**config.mk**
```make
export PLATFORM = sky130hd
export DESIGN_NAME = bitserial_addsub_ctrl_flat
export DESIGN_NICKNAME = d
export VERILOG_FILES = /design/src/rtl/bitserial_addsub_ctrl_if.sv /design/src/rtl/bitserial_addsub_ctrl.sv /design/src/flat_wrapper.sv
export SDC_FILE = /design/constraint.sdc
export NUM_CORES = 1
export LEC_CHECK = 0
export BUFFER_PORTS_ARGS = -buffer_cell sky130_fd_sc_hd__buf_4
export CAP_MARGIN = 25
export CORE_MARGIN = 2
export CORE_UTILIZATION = 50
export CTS_CLUSTER_DIAMETER = 50
export DETAILED_ROUTE_END_ITERATION = 6
export PLACE_DENSITY_LB_ADDON = 0.08
export SLEW_MARGIN = 10
export SYNTH_ARGS = -nofsm -noshare
export SYNTH_HDL_FRONTEND = slang
export SYNTH_SLANG_ARGS = --single-unit
export TNS_END_PERCENT = 50
```
**constraint.sdc**
```tcl
create_clock -name clk -period 1.4 [get_ports clk]
set_input_delay 0.07 -clock clk [delete_from_list [all_inputs] [get_ports clk]]
set_output_delay 0.07 -clock clk [all_outputs]
set_load 0.05 [all_outputs]
```
**src/rtl/bitserial_addsub_ctrl_if.sv**
```systemverilog
// ---------------------------------------------------------------------------
// bitserial_addsub_ctrl_if
// Command/result bundle for the bit-serial add/subtract sequencer.
//   start     : command strobe (master -> slave)
//   sub       : 0 = a+b, 1 = a-b, sampled with start (master -> slave)
//   a, b      : WIDTH-bit operands, sampled with start (master -> slave)
//   busy      : operation in progress (slave -> master)
//   done      : one-cycle completion pulse (slave -> master)
//   result    : WIDTH-bit sum/difference (slave -> master)
//   carry_out : carry out of MSB, 1 = no borrow on subtract (slave -> master)
//   overflow  : signed overflow (slave -> master)
// ---------------------------------------------------------------------------
interface bitserial_addsub_ctrl_if #(
    parameter int WIDTH = 8
);
    logic             start;
    logic             sub;
    logic [WIDTH-1:0] a;
    logic [WIDTH-1:0] b;
    logic             busy;
    logic             done;
    logic [WIDTH-1:0] result;
    logic             carry_out;
    logic             overflow;

    modport master (
        output start, sub, a, b,
        input  busy, done, result, carry_out, overflow
    );

    modport slave (
        input  start, sub, a, b,
        output busy, done, result, carry_out, overflow
    );
endinterface

```
**src/rtl/bitserial_addsub_ctrl.sv**
```systemverilog
// ---------------------------------------------------------------------------
// bitserial_addsub_ctrl
// Time-shares a single 1-bit full adder over WIDTH cycles to perform a
// WIDTH-bit add or subtract, LSB first.
// Ports:
//   clk  : system clock, rising edge
//   rst  : synchronous active-high reset (overrides en)
//   en   : clock enable; all state holds while low
//   bus  : slave side of bitserial_addsub_ctrl_if (start/sub/a/b in,
//          busy/done/result/carry_out/overflow out, all outputs registered)
// Timing: start accepted at edge E0, RUN covers E1..E(WIDTH), the DONE
// state registers the outputs at E(WIDTH+1), so done is high in the cycle
// after that edge. busy stays high from acceptance through the done cycle.
// ---------------------------------------------------------------------------
module bitserial_addsub_ctrl #(
    parameter  int WIDTH = 8,
    localparam int CNT_W = $clog2(WIDTH) + 1
) (
    input  logic                     clk,
    input  logic                     rst,
    input  logic                     en,
    bitserial_addsub_ctrl_if.slave   bus
);

    localparam logic [1:0] IDLE = 2'd0;
    localparam logic [1:0] RUN  = 2'd1;
    localparam logic [1:0] DONE = 2'd2;

    logic [1:0]       state;
    logic [WIDTH-1:0] sa;
    logic [WIDTH-1:0] sb;
    logic [WIDTH-1:0] acc;
    logic             c;
    logic             c_msb_in;
    logic [CNT_W-1:0] cnt;

    logic             busy_q;
    logic             done_q;
    logic [WIDTH-1:0] result_q;
    logic             carry_q;
    logic             ovf_q;

    logic             s;
    logic             c_next;

    // The shared full adder: two half-adders plus an OR.
    always_comb begin
        s      = sa[0] ^ sb[0] ^ c;
        c_next = (sa[0] & sb[0]) | (c & (sa[0] ^ sb[0]));
    end

    always_ff @(posedge clk) begin
        if (rst) begin
            state    <= IDLE;
            sa       <= '0;
            sb       <= '0;
            acc      <= '0;
            c        <= 1'b0;
            c_msb_in <= 1'b0;
            cnt      <= '0;
            busy_q   <= 1'b0;
            done_q   <= 1'b0;
            result_q <= '0;
            carry_q  <= 1'b0;
            ovf_q    <= 1'b0;
        end else if (en) begin
            case (state)
                IDLE: begin
                    done_q <= 1'b0;
                    if (bus.start) begin
                        // Subtract as a + ~b + 1: the +1 enters as carry-in.
                        sa     <= bus.a;
                        sb     <= bus.sub ? ~bus.b : bus.b;
                        c      <= bus.sub;
                        cnt    <= '0;
                        acc    <= '0;
                        busy_q <= 1'b1;
                        state  <= RUN;
                    end else begin
                        // busy drops here, one edge after the done cycle,
                        // unless a new command is accepted on the same edge.
                        busy_q <= 1'b0;
                    end
                end
                RUN: begin
                    sa  <= sa >> 1;
                    sb  <= sb >> 1;
                    acc <= {s, acc[WIDTH-1:1]};
                    c   <= c_next;
                    cnt <= cnt + CNT_W'(1);
                    if (cnt == CNT_W'(WIDTH - 1)) begin
                        // c here is the carry into the MSB position.
                        c_msb_in <= c;
                        state    <= DONE;
                    end
                end
                DONE: begin
                    done_q   <= 1'b1;
                    result_q <= acc;
                    carry_q  <= c;
                    ovf_q    <= c_msb_in ^ c;
                    state    <= IDLE;
                end
                default: state <= IDLE;
            endcase
        end
    end

    assign bus.busy      = busy_q;
    assign bus.done      = done_q;
    assign bus.result    = result_q;
    assign bus.carry_out = carry_q;
    assign bus.overflow  = ovf_q;

endmodule

```
**src/flat_wrapper.sv**
```systemverilog
// flat-port wrapper written by rule: the top's interface ports become plain ports
module bitserial_addsub_ctrl_flat 
#(
    parameter  int WIDTH = 8,
    localparam int CNT_W = $clog2(WIDTH) + 1
)
  (clk, rst, en, bus_start, bus_sub, bus_a, bus_b, bus_busy, bus_done, bus_result, bus_carry_out, bus_overflow);
  bitserial_addsub_ctrl_if #(.WIDTH(WIDTH)) bus_i ();
  input  logic clk;
  input  logic rst;
  input  logic en;
  input wire logic [$bits(bus_i.start)-1:0] bus_start;
  input wire logic [$bits(bus_i.sub)-1:0] bus_sub;
  input wire logic [$bits(bus_i.a)-1:0] bus_a;
  input wire logic [$bits(bus_i.b)-1:0] bus_b;
  output wire logic [$bits(bus_i.busy)-1:0] bus_busy;
  output wire logic [$bits(bus_i.done)-1:0] bus_done;
  output wire logic [$bits(bus_i.result)-1:0] bus_result;
  output wire logic [$bits(bus_i.carry_out)-1:0] bus_carry_out;
  output wire logic [$bits(bus_i.overflow)-1:0] bus_overflow;
  assign bus_i.start = bus_start;
  assign bus_i.sub = bus_sub;
  assign bus_i.a = bus_a;
  assign bus_i.b = bus_b;
  assign bus_busy = bus_i.busy;
  assign bus_done = bus_i.done;
  assign bus_result = bus_i.result;
  assign bus_carry_out = bus_i.carry_out;
  assign bus_overflow = bus_i.overflow;
  bitserial_addsub_ctrl #(.WIDTH(WIDTH)) u_core (.clk(clk), .rst(rst), .en(en), .bus(bus_i));
endmodule
```
==> impl_metrics.json <==
{
  "status": "finished with violations",
  "violations": "setup timing",
  "finalCritPeriodShare_pct": 101,
  "drt_iter0_drc": 105,
  "vias": 1719,
  "overflow": 0,
  "hold_buffers": 0,
  "htreeDepth": 2,
  "synth_top_area_share_pct": 44.6,
  "hold_class": "in -> reg",
  "antenna_found_initial": 0,
  "synth_area_per_cell_um2": 8.34,
  "num_antenna_cells": 0,
  "wl_per_cell_um": 13.2,
  "reg2reg_slack_ns": -0.01,
  "fin_hold_ws_ns": 0.0272,
  "cts_tree": "done",
  "die_x_um": 66.9,
  "syn_nets": 260,
  "synth_edf_count": 0,
  "total_power_mw": 2.51,
  "clk_path_buf_depth": 2,
  "clk_pin_slew_worst_paths_ns": 0.08,
  "place_inst": 309,
  "gp_congestion": 0.806,
  "ys_ff_latch": 44,
  "dieArea_mm2": 0.00447,
  "avgViaCountPerCell": 5.39,
  "std_cell_rows": 22,
  "layout_common_cells": "nand2_1 (43), buf_4 (43), a21oi_1 (40)",
  "syn_to_final_growth_pct": 22.7,
  "grt_pass1_wl_um": 7090,
  "start_kind": "flip-flop",
  "fin_nets": 293,
  "synth_cells": 237,
  "io_pins": 33,
  "timing.slew.headroom_pct": 70.9,
  "drive_gt1_share_pct": 26.2,
  "layout_min_cycle_time_ns": 1.41,
  "syn_area_mm2": 0.00198,
  "end_kind": "flip-flop",
  "layout.cells.non_filler": 319,
  "slew_viol_final": 0,
  "power_density_mw_per_mm2": 1030,
  "clockRootBuffer": "clkbuf_8",
  "rsz0062_at_grt": "true",
  "fill_cells": 352,
  "seq_area_frac_synth_pct": 44.6,
  "fmax_mhz": 709,
  "p_leak_nw": 0.904,
  "grt_pass1_vias": 1574,
  "cts_buffers": 5,
  "critPathKind": "reg -> reg",
  "cts_sinks": 44,
  "antenna_left": 0,
  "grt_usage_pct": 21.1,
  "fin_skew_ns": 0.00266,
  "coreArea_mm2": 0.00374,
  "layout_setup_ws_ns": -0.0114,
  "peakVddDrop_v": 0.000590,
  "setup_viol": 1,
  "drc": 0,
  "drt_pass1_iterations": 4,
  "synth.area.top_cells": "dfxtp_1 (45%), a21oi_1 (10%), nand2_1 (8.2%)",
  "port_buffers": 32,
  "die_h_um": 66.9,
  "worst_pin_slew_ns": 0.437,
  "start_util_pct": 52.8,
  "wl_um": 4200,
  "dp_hpwl_um": 2780,
  "finalHoldViolCount": 0,
  "ys_async_sr_fraction_pct": 0,
  "clk_latency_ns": 0.30,
  "path_max_fanout": 2,
  "arrival_ns": 1.61,
  "synth_top_cell_by_area": "dfxtp_1",
  "ys.flop_type": "dfxtp_1",
  "cp_data_required_time_ns": 1.60,
  "synth.distinct_cells": 33,
  "maxCapViolations": 0,
  "yosysWarnings": 0,
  "grt_max_degree": 45
}
[per-stage QoR]
step | area, um2 | setup TNS (ns) | utilization [%] | worst slack [ns]
floorplan | 1980 | -0.0430 | - | -0.0430
global placement | 2290 | 0 | 61.2 | 0.0569
detailed placement | 2290 | 0 | 61.2 | 0.0139
CTS | 2380 | 0 | 63.7 | 0.00864
global route | 2430 | -0.0983 | 64.8 | -0.0557
finish | 2430 | -0.0114 | 64.8 | -0.0114
[cell usage after synthesis (all sizes together) (3+ instances only)]
| cell | n |
|---|---|
| a311oi | 7 |
| a21oi | 40 |
| clkbuf | 10 |
| nor2 | 6 |
| dfxtp | 44 |
| inv | 6 |
| nand2b | 11 |
| nand2 | 43 |
| o2111ai | 7 |
| o21ai | 20 |
| nor2b | 3 |
| buf | 9 |
| xor2 | 8 |
[sequential cells by signal, indices dropped and copies added, names as in the netlist, 2 cells and up]
name,count
u_core.acc,8
u_core.bus.result,8
u_core.sa,8
u_core.sb,8
u_core.cnt,4
u_core.state,2
[worst paths after layout]
kind	start	to	cells past startpoint
max reg2reg	u_core.sa[0]$_SDFFE_PP0P_	u_core.c$_SDFFE_PP0P_	5
min reg2reg	u_core.bus.result[6]$_SDFFE_PP0P_	u_core.bus.result[6]$_SDFFE_PP0P_	2
min	bus_a[7]	u_core.sa[7]$_SDFFE_PP0P_	3
max	u_core.sa[0]$_SDFFE_PP0P_	u_core.c$_SDFFE_PP0P_	5
[layout make-up]
class	count	area, um2	area share, %
clock buffer	6	82.6	3.40
clock inverter	2	10.0	0.413
inverter	6	22.5	0.928
multi-input combinational	168	1000	41.3
sequential	44	887	36.6
tap	48	60.1	2.48
timing repair buffer	45	363	15.0
[power by group]
group	leakage [nW]	total (mW)	switching [mW]	internal [mW]
clock	0.0510	0.812	0.418	0.393
combinational	0.494	0.375	0.204	0.170
sequential	0.360	1.32	0.0242	1.30
[worst max-delay path, stage by stage (launching register included)]
cell	delay, ns
dfxtp_2	0.34
inv_2	0.05
fa_2	0.37
nor3b_2	0.18
a21oi_1	0.07
o41ai_1	0.30
[cell families (layout without fill, tap and decap cells)]
logic type,count (synthesis),after routing,synth area share (%)
buf+inv,25,59,5.89
fa+ha+maj,2,2,1.65
mux,1,1,0.759
xor+xnor,9,9,3.99
simple gates,76,76,19.4
compound gates,80,80,23.8
flops,44,44,44.6
[metal layers]
layer  global-route usage (%)  share of wire [%]  vias to the layer above
met5                        0                  0                        -
met4                     6.12                1.2                        0
met3                     6.08                4.4                        6
met2                     33.5                 47                       34
met1                     27.8                 48                      791
li1                         -                  -                      888
[repair_timing]
| action | in CTS | in global routing |
|---|---|---|
| setup endpoints to repair | 1 | 31 |
| buffers inserted | 0 | 2 |
| resized for setup | 1 | 12 |
| pin swaps | 0 | 4 |
No activity file was read; power rests on OpenSTA's default activity.
